### src/rtl/mme_apb_master.sv
// Single-outstanding APB master: one request in, one APB transfer, one response out.
// Optional ACCESS-phase timeout is compiled in with `define MME_APB_TIMEOUT_EN.
module mme_apb_master #(
  parameter int ADDR_W         = 32,
  parameter int DATA_W         = 32,
  parameter int TIMEOUT_CYCLES = 256
) (
  input  logic              clk,
  input  logic              rst_n,
  input  logic              req_valid,
  output logic              req_ready,
  input  logic              req_write,
  input  logic [ADDR_W-1:0] req_addr,
  input  logic [DATA_W-1:0] req_wdata,
  output logic              rsp_valid,
  input  logic              rsp_ready,
  output logic [DATA_W-1:0] rsp_rdata,
  output logic              rsp_err,
  output logic [ADDR_W-1:0] paddr,
  output logic              psel,
  output logic              penable,
  output logic              pwrite,
  output logic [DATA_W-1:0] pwdata,
  input  logic [DATA_W-1:0] prdata,
  input  logic              pready,
  input  logic              pslverr
);

  // state  | meaning
  // IDLE   | waiting for a request (req_ready high once out of reset)
  // SETUP  | APB setup phase, psel=1 penable=0, one cycle
  // ACCESS | APB access phase, waiting for pready (or timeout)
  // RESP   | response held on rsp_* until rsp_ready
  typedef enum logic [1:0] {IDLE, SETUP, ACCESS, RESP} state_t;

  state_t            state, state_nxt;
  logic              live;
  logic              accept;
  logic              done;
  logic              abort;
  logic [ADDR_W-1:0] addr_q;
  logic              write_q;
  logic [DATA_W-1:0] wdata_q;
  logic [DATA_W-1:0] rdata_q;
  logic              err_q;

  assign accept    = (state == IDLE) && live && req_valid;
  assign done      = (state == ACCESS) && (pready || abort);
  assign paddr     = addr_q;
  assign pwrite    = write_q;
  assign pwdata    = wdata_q;
  assign rsp_rdata = rdata_q;
  assign rsp_err   = err_q;

`ifdef MME_APB_TIMEOUT_EN
  localparam int CNT_W = $clog2(TIMEOUT_CYCLES + 1);

  logic [CNT_W-1:0] wait_cnt;

  // SETUP always precedes ACCESS, so clearing here clears on ACCESS entry
  always_ff @(posedge clk or negedge rst_n) begin
    if (!rst_n) begin
      wait_cnt <= '0;
    end else if (state == SETUP) begin
      wait_cnt <= '0;
    end else if ((state == ACCESS) && !pready) begin
      wait_cnt <= wait_cnt + 1'b1;
    end
  end

  assign abort = (state == ACCESS) && !pready &&
                 (wait_cnt == CNT_W'(TIMEOUT_CYCLES - 1));
`else
  logic timeout_unused;
  assign timeout_unused = (TIMEOUT_CYCLES > 0);
  assign abort          = 1'b0;
`endif

  // live holds req_ready low for the whole time reset is asserted
  always_ff @(posedge clk or negedge rst_n) begin
    if (!rst_n) begin
      state <= IDLE;
      live  <= 1'b0;
    end else begin
      state <= state_nxt;
      live  <= 1'b1;
    end
  end

  always_comb begin
    state_nxt = state;
    req_ready = 1'b0;
    psel      = 1'b0;
    penable   = 1'b0;
    rsp_valid = 1'b0;
    case (state)
      IDLE: begin
        req_ready = live;
        if (accept) state_nxt = SETUP;
      end
      SETUP: begin
        psel      = 1'b1;
        state_nxt = ACCESS;
      end
      ACCESS: begin
        psel    = 1'b1;
        penable = 1'b1;
        if (pready || abort) state_nxt = RESP;
      end
      RESP: begin
        rsp_valid = 1'b1;
        if (rsp_ready) state_nxt = IDLE;
      end
      default: state_nxt = IDLE;
    endcase
  end

  always_ff @(posedge clk or negedge rst_n) begin
    if (!rst_n) begin
      addr_q  <= '0;
      write_q <= 1'b0;
      wdata_q <= '0;
      rdata_q <= '0;
      err_q   <= 1'b0;
    end else begin
      if (accept) begin
        addr_q  <= req_addr;
        write_q <= req_write;
        wdata_q <= req_wdata;
      end
      if (done) begin
        // a timeout ends with pready low, which reports as an error
        err_q   <= pready ? pslverr : 1'b1;
        rdata_q <= (pready && !write_q && !pslverr) ? prdata : '0;
      end else if ((state == RESP) && rsp_ready) begin
        err_q   <= 1'b0;
        rdata_q <= '0;
      end
    end
  end

endmodule

### config.mk
export PLATFORM = sky130hd
export DESIGN_NAME = mme_apb_master
export DESIGN_NICKNAME = d
export VERILOG_FILES = /design/src/rtl/mme_apb_master.sv
export SDC_FILE = /design/constraint.sdc
export NUM_CORES = 1
export LEC_CHECK = 0
export CAP_MARGIN = 20
export CORE_MARGIN = 4
export CORE_UTILIZATION = 39
export CTS_CLUSTER_SIZE = 25
export DETAILED_ROUTE_END_ITERATION = 10
export HOLD_SLACK_MARGIN = 0.15
export PLACE_DENSITY_LB_ADDON = 0.05
export SLEW_MARGIN = 20
export SYNTH_ARGS = -nofsm -noshare
export SYNTH_HDL_FRONTEND = slang
export SYNTH_SLANG_ARGS = --single-unit
export TNS_END_PERCENT = 30
### constraint.sdc
create_clock -name clk -period 2.3 [get_ports clk]
set_input_delay 0.23 -clock clk [delete_from_list [all_inputs] [get_ports clk]]
set_output_delay 0.23 -clock clk [all_outputs]
set_load 0.005 [all_outputs]
==> flow_results.xml <==
<?xml version="1.0" encoding="UTF-8"?>
<metrics>
  <group name="critical_path">
    <metric name="path_delay_family" unit="">buffers and inverters</metric>
    <metric name="worstPathBufferInverterCount" unit="">2</metric>
    <metric name="path_cells" unit="">inv_1, ha_1, clkdlybuf4s50_1</metric>
    <metric name="worst-r2r-setup-slack" unit="ns">0.51</metric>
    <metric name="arrival" unit="ns">1.75</metric>
    <metric name="critPathCaptureType" unit="">output port</metric>
    <metric name="critical_path_class" unit="">reg2out</metric>
    <metric name="timing.critical_path.slowest_stage_cell" unit="">sky130_fd_sc_hd__clkdlybuf4s50_1</metric>
    <metric name="worstPathRequired" unit="ns">2.07</metric>
    <metric name="critical_path.max_fanout" unit="">6</metric>
    <metric name="crit_path_start_kind" unit="">flop</metric>
    <metric name="critPathMaxStageDelay" unit="ns">0.57</metric>
  </group>
  <group name="logic_synthesis">
    <metric name="sequential_cell_area_fraction_in_the_yosys_report" unit="%">66.7</metric>
    <metric name="syn_area_per_cell" unit="sq um">16.4</metric>
    <metric name="yosys.cell_types.count" unit="">16</metric>
    <metric name="ys_ff_latch" unit="">101</metric>
    <metric name="synth.cell_area" unit="sq mm">0.00379</metric>
    <metric name="postSynthCellCount" unit="">231</metric>
    <metric name="syn_nets" unit="">338</metric>
    <metric name="synth_warnings" unit="">0</metric>
  </group>
  <group name="cts">
    <metric name="clk_root_buffer_cell" unit="">sky130_fd_sc_hd__clkbuf_8</metric>
    <metric name="cts_made_buffers" unit="">9</metric>
    <metric name="tritoncts_num_sinks" unit="">101</metric>
    <metric name="tritoncts_clock_tree" unit="">yes</metric>
    <metric name="clock_latency" unit="ns">0.35</metric>
    <metric name="cts_max_level" unit="">3</metric>
    <metric name="postCtsResizedCells" unit="">0</metric>
    <metric name="clkTransAtPathRegs" unit="ns">0.10</metric>
    <metric name="clock_path_buffers" unit="">2</metric>
  </group>
  <group name="die">
    <metric name="starting_density_of_the_core" unit="%">40.5</metric>
    <metric name="core" unit="sq mm">0.00937</metric>
    <metric name="die_w" unit="um">107</metric>
    <metric name="floorplan.io_pins" unit="">205</metric>
    <metric name="chipHeight" unit="um">107</metric>
    <metric name="die-area" unit="sq mm">0.0114</metric>
    <metric name="core.rowCount" unit="">35</metric>
  </group>
  <group name="sta">
    <metric name="report.final.slew_viol_count" unit="">0</metric>
    <metric name="worst_slew_pin_slew" unit="ns">0.672</metric>
    <metric name="worst_clock_skew_on_the_final_layout" unit="ns">0.0149</metric>
    <metric name="layout_worst_path_cycle_share" unit="%">86.2</metric>
    <metric name="hold_ws" unit="ns">0.445</metric>
    <metric name="layout_setup_ws" unit="ns">0.317</metric>
    <metric name="final_hold_violation_count" unit="">0</metric>
    <metric name="post_layout_min_period" unit="ns">1.98</metric>
    <metric name="grt_setup_unrepaired" unit="">false</metric>
    <metric name="report.final.setup_viol" unit="">0</metric>
    <metric name="slew_headroom" unit="%">55.2</metric>
    <metric name="fin_tns_setup" unit="ns">0</metric>
    <metric name="fmax" unit="MHz">504</metric>
  </group>
  <group name="place">
    <metric name="placed_area" unit="sq mm">0.00599</metric>
    <metric name="dp_hpwl" unit="um">7230</metric>
    <metric name="buffer_ports.inserted" unit="">204</metric>
    <metric name="gp_congestion" unit="">0.730</metric>
    <metric name="pre_cts_ws" unit="ns">0.500</metric>
    <metric name="post-place-cells" unit="">558</metric>
  </group>
  <group name="global_routing">
    <metric name="grt_first_pass_wirelength" unit="um">15100</metric>
    <metric name="via_count_of_the_first_global_routing_pass" unit="">2861</metric>
    <metric name="grt-ovfl-total" unit="">0</metric>
    <metric name="maximum_number_of_pins_on_one_net_before_global_route_repair" unit="">54</metric>
    <metric name="grt_use_total" unit="%">17.0</metric>
    <metric name="antenna_found_initial" unit="">0</metric>
  </group>
  <group name="layout">
    <metric name="utilization" unit="%">66.2</metric>
    <metric name="fin_nets" unit="">548</metric>
    <metric name="area_of_combinational_cells_with_multiple_inputs" unit="sq mm">0.00116</metric>
    <metric name="insertedDiodeCount" unit="">0</metric>
    <metric name="share_of_cells_above_drive_strength_1" unit="%">20.4</metric>
    <metric name="nFillCells" unit="">737</metric>
    <metric name="regArea" unit="sq mm">0.00253</metric>
    <metric name="stdcell_area" unit="sq mm">0.00620</metric>
    <metric name="area_growth_syn_to_layout" unit="%">63.6</metric>
    <metric name="finalNonFillerCells" unit="">574</metric>
  </group>
  <group name="routing">
    <metric name="remaining_drc_errors" unit="">0</metric>
    <metric name="route.final.wire_length" unit="um">9550</metric>
    <metric name="route.antenna.remaining_nets" unit="">0</metric>
    <metric name="via_count" unit="">2736</metric>
    <metric name="viasPerCell" unit="">4.77</metric>
    <metric name="firstDrtPassIters" unit="">4</metric>
    <metric name="avgRoutedWirePerCell" unit="um">16.6</metric>
    <metric name="drt_iter0_drc" unit="">71</metric>
  </group>
  <group name="power">
    <metric name="power_density" unit="mW/mm^2">1200</metric>
    <metric name="pnr_total_power" unit="mW">7.46</metric>
    <metric name="p_leak" unit="nW">2.68</metric>
    <metric name="irDropWorstVdd" unit="mV">0.829</metric>
  </group>
  <group name="run">
    <metric name="total_of_max_cap_violations" unit="">0</metric>
  </group>
  <group name="run_status">
    <metric name="outcome" unit="">complete, no violations</metric>
  </group>
  <group name="min_path">
    <metric name="timing.hold.worst.class" unit="">in2async</metric>
  </group>
</metrics>
[area by class of cell]
type                            count  area share, %
Clock buffer                       12           2.50
Tap cell                          129           2.60
Clock inverter                      3          0.726
Multi-Input combinational cell    113           18.7
Timing Repair Buffer              212           34.5
Inverter                            4          0.242
Sequential cell                   101           40.7
[registers in the layout, indices dropped and copies added (netlist names)]
signal	count
state	2
rsp_err	1
rsp_rdata	32
live	1
paddr	32
pwrite	1
pwdata	32
[layout by cell type (no fill, tap or decap), drive strengths merged, types with 2 or more instances in the layout]
cell / instances
a22o: 32
buf: 8
clkbuf: 12
clkdlybuf4s50: 203
clkinvlp: 2
dfrtp: 101
ha: 4
inv: 4
mux2: 66
nand2: 3
[timing repair]
action / 4_1_cts / 5_1_grt
buffers inserted: 0 / 0
hold endpoints to repair: 52 / 0
hold buffers: 1 / 0
[synth_stat cells]
cell type,count,area [sq um]
sky130_fd_sc_hd__dfrtp_1,101,2530
sky130_fd_sc_hd__mux2_2,66,743
sky130_fd_sc_hd__a22o_1,32,280
sky130_fd_sc_hd__buf_2,7,35.0
sky130_fd_sc_hd__buf_6,6,67.6
sky130_fd_sc_hd__ha_1,4,50.1
sky130_fd_sc_hd__inv_1,4,15.0
sky130_fd_sc_hd__nand2_1,3,11.3
sky130_fd_sc_hd__a222oi_1,1,10.0
sky130_fd_sc_hd__a22oi_1,1,7.51
sky130_fd_sc_hd__a32o_1,1,10.0
sky130_fd_sc_hd__and2_1,1,6.26
sky130_fd_sc_hd__conb_1,1,3.75
sky130_fd_sc_hd__mux2i_1,1,10.0
sky130_fd_sc_hd__nor2_1,1,3.75
sky130_fd_sc_hd__nor3_2,1,10.0
[kinds of logic after synthesis]
kind of cell	Yosys count	synth area share [%]
fa+ha+maj	4	1.32
simple gates	6	0.825
other cells	1	0.0989
compound gates	35	8.12
mux	67	19.9
flops	101	66.7
buf+inv	17	3.10
[routing by layer]
metal | GRT usage, % | vias up | wire [um]
met5 | 0 | - | 0
met4 | 5.84 | 0 | 135
met3 | 6.38 | 11 | 900
met2 | 27.4 | 119 | 4680
met1 | 21.0 | 1355 | 3830
li1 | - | 1251 | -
[power by group]
group | switching, mW | total (mW) | internal, mW
clock | 0.575 | 1.13 | 0.558
sequential | 0.405 | 3.00 | 2.60
combinational | 1.02 | 3.33 | 2.31
total | 2.00 | 7.46 | 5.47
[worst paths after layout]
path                           start           end  cells past startpoint
max reg2reg                 state[1]     pwdata[7]                      6
min                            rst_n     pwdata[1]                      2
min reg2reg                  rsp_err       rsp_err                      1
max in group asynchronous      rst_n  rsp_rdata[6]                      3
max                         state[0]       penable                      3
min in group clk           prdata[7]  rsp_rdata[7]                      2
No activity file was read; power rests on OpenSTA's default activity.
